$ cat config.mk
export PLATFORM = sky130hd
export DESIGN_NAME = button_debouncer
export DESIGN_NICKNAME = d
export VERILOG_FILES = /design/src/rtl/button_debouncer.sv
export SDC_FILE = /design/constraint.sdc
export NUM_CORES = 1
export LEC_CHECK = 0
export ABC_AREA = 0
export ABC_CLOCK_PERIOD_IN_PS = 3300
export BUFFER_PORTS_ARGS = -buffer_cell sky130_fd_sc_hd__clkbuf_2
export CAP_MARGIN = 15
export CORE_AREA = 2 2 39 41
export DETAILED_ROUTE_END_ITERATION = 8
export DIE_AREA = 0 0 41 43
export PLACE_DENSITY = 0.38
export SLEW_MARGIN = 30
export SYNTH_ARGS = -nofsm -noshare
export SYNTH_HDL_FRONTEND = slang
export SYNTH_SLANG_ARGS = --single-unit
export TNS_END_PERCENT = 20
$ cat constraint.sdc
create_clock -name clk -period 3.3 [get_ports clk]
set_input_delay 0.165 -clock clk [delete_from_list [all_inputs] [get_ports clk]]
set_output_delay 0.165 -clock clk [all_outputs]
set_load 0.02 [all_outputs]
$ cat src/rtl/button_debouncer.sv
// Debouncer for a raw button/switch level: synchronizer plus a 4-state qualify FSM.
// Ports: clk, reset (async, active-high), key (raw pin), pressed (debounced level), busy (qualifying).
// Build option: define BUTTON_ACTIVE_LOW_EN when the board pin reads 0 while pressed.
module button_debouncer #(
    parameter int SYNC_STAGES     = 2,
    parameter int DEBOUNCE_CYCLES = 4
) (
    input  logic clk,
    input  logic reset,
    input  logic key,
    output logic pressed,
    output logic busy
);

    localparam int CW = $clog2(DEBOUNCE_CYCLES);
    localparam logic [CW-1:0] CNT_LAST = CW'(DEBOUNCE_CYCLES - 1);

    typedef enum logic [1:0] {
        REL,
        PRESS_WAIT,
        PRS,
        REL_WAIT
    } state_t;

    // Normalised level: 1 always means pressed from here on.
    logic key_n;

`ifdef BUTTON_ACTIVE_LOW_EN
    assign key_n = ~key;
`else
    assign key_n = key;
`endif

    // Reset value 0 is the released level in both polarities,
    // since the inversion sits in front of the first flop.
    logic [SYNC_STAGES-1:0] sync_q;
    logic                   s;

    always_ff @(posedge clk or posedge reset) begin
        if (reset) begin
            sync_q <= '0;
        end else begin
            sync_q <= {sync_q[SYNC_STAGES-2:0], key_n};
        end
    end

    assign s = sync_q[SYNC_STAGES-1];

    state_t          state_q;
    state_t          state_d;
    logic [CW-1:0]   cnt_q;
    logic [CW-1:0]   cnt_d;
    logic            pressed_q;
    logic            busy_q;

    always_ff @(posedge clk or posedge reset) begin
        if (reset) begin
            state_q <= REL;
            cnt_q   <= '0;
        end else begin
            state_q <= state_d;
            cnt_q   <= cnt_d;
        end
    end

    always_comb begin
        state_d = state_q;
        cnt_d   = '0;
        unique case (state_q)
            REL: begin
                if (s) begin
                    state_d = PRESS_WAIT;
                    cnt_d   = CW'(1);
                end
            end
            PRESS_WAIT: begin
                if (!s) begin
                    state_d = REL;
                end else if (cnt_q == CNT_LAST) begin
                    state_d = PRS;
                end else begin
                    cnt_d = cnt_q + CW'(1);
                end
            end
            PRS: begin
                if (!s) begin
                    state_d = REL_WAIT;
                    cnt_d   = CW'(1);
                end
            end
            REL_WAIT: begin
                if (s) begin
                    state_d = PRS;
                end else if (cnt_q == CNT_LAST) begin
                    state_d = REL;
                end else begin
                    cnt_d = cnt_q + CW'(1);
                end
            end
            default: begin
                state_d = REL;
            end
        endcase
    end

    // Outputs are flops fed from the next-state decode, so they
    // track the state register exactly and carry no glitches.
    always_ff @(posedge clk or posedge reset) begin
        if (reset) begin
            pressed_q <= 1'b0;
            busy_q    <= 1'b0;
        end else begin
            pressed_q <= (state_d == PRS) || (state_d == REL_WAIT);
            busy_q    <= (state_d == PRESS_WAIT) || (state_d == REL_WAIT);
        end
    end

    assign pressed = pressed_q;
    assign busy    = busy_q;

endmodule

==> report_table.html <==
<table>
<tr><th>Metric</th><th>Value</th></tr>
<tr><th colspan="2">Status</th></tr>
<tr><td>Result of the run</td><td>completed</td></tr>
<tr><th colspan="2">Global routing</th></tr>
<tr><td>Pin count of the biggest net entering global routing</td><td>8</td></tr>
<tr><td>First-pass GRT wire length</td><td>579 um</td></tr>
<tr><td>Antenna violations before repair</td><td>0</td></tr>
<tr><td>Aggregate global-route resource usage</td><td>0.05775</td></tr>
<tr><td>Residual overflow from global routing</td><td>0</td></tr>
<tr><td>Vias in the first global route</td><td>141</td></tr>
<tr><th colspan="2">Timing</th></tr>
<tr><td>Fin Clk Skew</td><td>1.055 ps</td></tr>
<tr><td>Hold Violations, Final</td><td>0</td></tr>
<tr><td>RSZ-0062 raised after global routing</td><td>no</td></tr>
<tr><td>Max Clk Rate</td><td>0.9120 GHz</td></tr>
<tr><td>Minimum period implied by the final worst setup slack</td><td>1097 ps</td></tr>
<tr><td>Setup TNS</td><td>0 ps</td></tr>
<tr><td>Worst hold margin</td><td>25.32 ps</td></tr>
<tr><td>Final setup violation count</td><td>0</td></tr>
<tr><td>Final Max Tran Viols</td><td>0</td></tr>
<tr><td>Post-route clock period utilization</td><td>0.3323</td></tr>
<tr><td>Slew Limit Headroom</td><td>0.7906</td></tr>
<tr><td>Measured slew at the worst slew-check pin</td><td>311.9 ps</td></tr>
<tr><th colspan="2">Hold path</th></tr>
<tr><td>WHS Path Cells</td><td>1</td></tr>
<tr><td>Worst min-delay path class</td><td>primary input to register</td></tr>
<tr><th colspan="2">Worst setup path</th></tr>
<tr><td>WP depth</td><td>3</td></tr>
<tr><td>Crit path launch type</td><td>register</td></tr>
<tr><td>Cell Chain, Critical Path</td><td>ha_1, nand2_2, mux2_4</td></tr>
<tr><td>CP max-delay cell</td><td>dfrtp_1</td></tr>
<tr><td>Data required time at the worst endpoint</td><td>3430 ps</td></tr>
<tr><td>Maximum fanout along the worst path</td><td>3</td></tr>
<tr><td>Slowest cell delay on critical path</td><td>380 ps</td></tr>
<tr><td>Logic depth of the worst register-to-register path</td><td>3</td></tr>
<tr><td>Critical setup path kind</td><td>register to register</td></tr>
<tr><td>Worst path arrival time</td><td>1220 ps</td></tr>
<tr><td>Number of buffers and inverters on the critical path</td><td>0</td></tr>
<tr><td>Critical path capture point type</td><td>register</td></tr>
<tr><td>Critical path's top delay family</td><td>flip-flops</td></tr>
<tr><th colspan="2">Yosys</th></tr>
<tr><td>Adder-cell area share of the yosys netlist</td><td>0.05128</td></tr>
<tr><td>Register bit count reported by yosys</td><td>7</td></tr>
<tr><td>Multiplexer fraction of the synthesized cell area</td><td>0.06154</td></tr>
<tr><td>Mean post-synth cell area</td><td>14.35 um2</td></tr>
<tr><td>Sequential-to-total area share from yosys stat</td><td>0.7179</td></tr>
<tr><td>Compound-cell area share of the yosys netlist</td><td>0.06154</td></tr>
<tr><td>Count of distinct cell types in the synthesized netlist</td><td>9</td></tr>
<tr><td>Main combinational cell family by area after synthesis</td><td>compound AO/OA/AOI/OAI gates</td></tr>
<tr><td>Proportion of netlist area held by the largest area contributor</td><td>0.7179</td></tr>
<tr><td>Number of instances in the synthesized netlist</td><td>17</td></tr>
<tr><td>XOR/XNOR Fraction of Synth Area</td><td>0.03590</td></tr>
<tr><td>Cell accounting for the most synthesized area</td><td>dfrtp_1</td></tr>
<tr><td>Leading cell types by total area after synthesis</td><td>dfrtp_1, a21oi_1, mux2_4, ha_1, xnor2_1</td></tr>
<tr><td>Post-Synth Simple-Gate Area</td><td>0.05641</td></tr>
<tr><td>Total of warnings raised by yosys</td><td>0</td></tr>
<tr><td>Syn_nets</td><td>21</td></tr>
<tr><td>Post-synthesis instance area</td><td>244.0 um2</td></tr>
<tr><th colspan="2">Pwr</th></tr>
<tr><td>Maximum vdd ir drop</td><td>0.2342 mV</td></tr>
<tr><td>P_leak</td><td>0.1569 nW</td></tr>
<tr><td>Part of the total power dissipated in combinational logic</td><td>0.268</td></tr>
<tr><td>Int Power</td><td>197.5 uW</td></tr>
<tr><td>Seq pwr share</td><td>0.477</td></tr>
<tr><td>Switching Share</td><td>0.3174</td></tr>
<tr><td>Power density over the cells</td><td>903.3 nW/um2</td></tr>
<tr><td>Relative contribution of the clock network to total power</td><td>0.255</td></tr>
<tr><td>P_sw</td><td>91.85 uW</td></tr>
<tr><th colspan="2">Clocking</th></tr>
<tr><td>Post-CTS Setup Bufs</td><td>0</td></tr>
<tr><td>Root cell of the clock tree</td><td>clkbuf_4</td></tr>
<tr><td>CTS tree</td><td>done</td></tr>
<tr><td>Quantity of hold-fixing buffers added after cts</td><td>1</td></tr>
<tr><td>Total CTS buffers</td><td>3</td></tr>
<tr><td>Clk_lat worst skew</td><td>240 ps</td></tr>
<tr><td>Clock transition at the registers of the reported paths</td><td>50 ps</td></tr>
<tr><td>Gates resized, CTS repair</td><td>0</td></tr>
<tr><td># H-tree levels</td><td>1</td></tr>
<tr><td>Num Clock Sinks</td><td>7</td></tr>
<tr><td>Buffers from clock root to sink, at most</td><td>2</td></tr>
<tr><th colspan="2">Drt</th></tr>
<tr><td>DR DRC count</td><td>0</td></tr>
<tr><td>Number of detailed-route iterations in the first pass</td><td>2</td></tr>
<tr><td>Overall routed net length</td><td>326 um</td></tr>
<tr><td>Number of vias in the routed layout</td><td>146</td></tr>
<tr><td>Starting DRC count in detailed routing</td><td>1</td></tr>
<tr><td>Routed wire per std cell</td><td>7.762 um</td></tr>
<tr><td>Number of routed nets with antenna violations</td><td>0</td></tr>
<tr><td>Via density per instance</td><td>3.476</td></tr>
<tr><th colspan="2">Placed design</th></tr>
<tr><td>Routability cong.</td><td>0.6285</td></tr>
<tr><td>Count of port buffers added during placement</td><td>4</td></tr>
<tr><th colspan="2">Layout</th></tr>
<tr><td>Fraction of final layout cells with drive strength greater than 1</td><td>0.3462</td></tr>
<tr><td>Net count reported at finish</td><td>31</td></tr>
<tr><td>Layout Area Growth over Synthesis</td><td>31.28%</td></tr>
<tr><td>Diodes inserted</td><td>0</td></tr>
<tr><th colspan="2">Run</th></tr>
<tr><td>Max-capacitance violation count</td><td>0</td></tr>
<tr><th colspan="2">Floorplanning</th></tr>
<tr><td>Total I/O pin count</td><td>5</td></tr>
<tr><td>Die extent in x</td><td>41 um</td></tr>
<tr><td>Area enclosed by the die boundary</td><td>1763 um2</td></tr>
<tr><td>Initial cell density of the core</td><td>0.1763</td></tr>
<tr><td>Die Height</td><td>43 um</td></tr>
<tr><td>Standard cell core area</td><td>1384 um2</td></tr>
<tr><td>Core Rows</td><td>14</td></tr>
</table>
## area by class of cell
type,instances,area [um2]
fill,144,1064
sequential,7,175.2
multi-input combinational,9,65.06
timing repair buffer,5,30.03
clock buffer,4,26.28
tap,16,20.02
inverter,1,3.754
## sequential cells by signal, summed over array words and instances, names as in the netlist
register and count:
busy 1, cnt_q 2, pressed 1, state_q 1, sync_q 2
## logic make-up after synthesis
kind of cell / Yosys count
flops: 7
compound gates: 3
simple gates: 3
xor+xnor: 1
buf+inv: 1
mux: 1
fa+ha+maj: 1
## power by group through the flow
| stage | Clock (mW) | Sequential [mW] | Combinational, mW |
|---|---|---|---|
| 2_1_floorplan | 0 | 0.151 | 0.0425 |
| 3_3_place_gp | 0 | 0.138 | 0.0760 |
| 3_5_place_dp | 0 | 0.139 | 0.0765 |
| 4_1_cts | 0.0791 | 0.138 | 0.0783 |
| 5_1_grt | 0.0857 | 0.142 | 0.0892 |
| 6_report | 0.0739 | 0.138 | 0.0775 |
## metrics by stage
stage	setup WS, ps	area, um2	total power [mW]	instances	utilization
2_1_floorplan	2239	244.0	0.1932	17	-
3_3_place_gp	2217	284.0	0.2138	37	0.2052
3_5_place_dp	2206	284.0	0.2156	37	0.2052
4_1_cts	2200	320.3	0.2958	42	0.2315
5_1_grt	2162	320.3	0.3165	42	0.2315
6_report	2203	320.3	0.2893	42	0.2315
## cell usage in the layout (no fill, tap or decap)
master,n
clkbuf_1,1
clkbuf_2,4
clkbuf_4,3
mux2_4,1
a21oi_1,3
ha_1,1
nand2_1,1
dfrtp_1,7
nand2_2,1
nor2_1,1
xnor2_1,1
inv_1,1
dlygate4sd3_1,1
## Yosys cell counts
cell type	n
nor2_1	1
nand2_2	1
ha_1	1
dfrtp_1	7
inv_1	1
nand2_1	1
mux2_4	1
a21oi_1	3
xnor2_1	1
## worst paths after layout
kind	slack, ps	endpoint	from
max in group asynchronous	2730	cnt_q[1]	reset
worst min-delay path	30	sync_q[0]	key
worst max register to register	2200	pressed	cnt_q[0]
worst max-delay path	2200	pressed	cnt_q[0]
worst min register to register	350	sync_q[1]	sync_q[0]
min in group asynchronous	370	pressed	reset
## metal layers
metal / track usage / part of all wire
met2: 0.05625 / 0.49
met4: 0.06000 / 0
met3: 0.06283 / 0.12
met5: 0 / 0
met1: 0.05960 / 0.39
(Power assumes the default switching activity.)
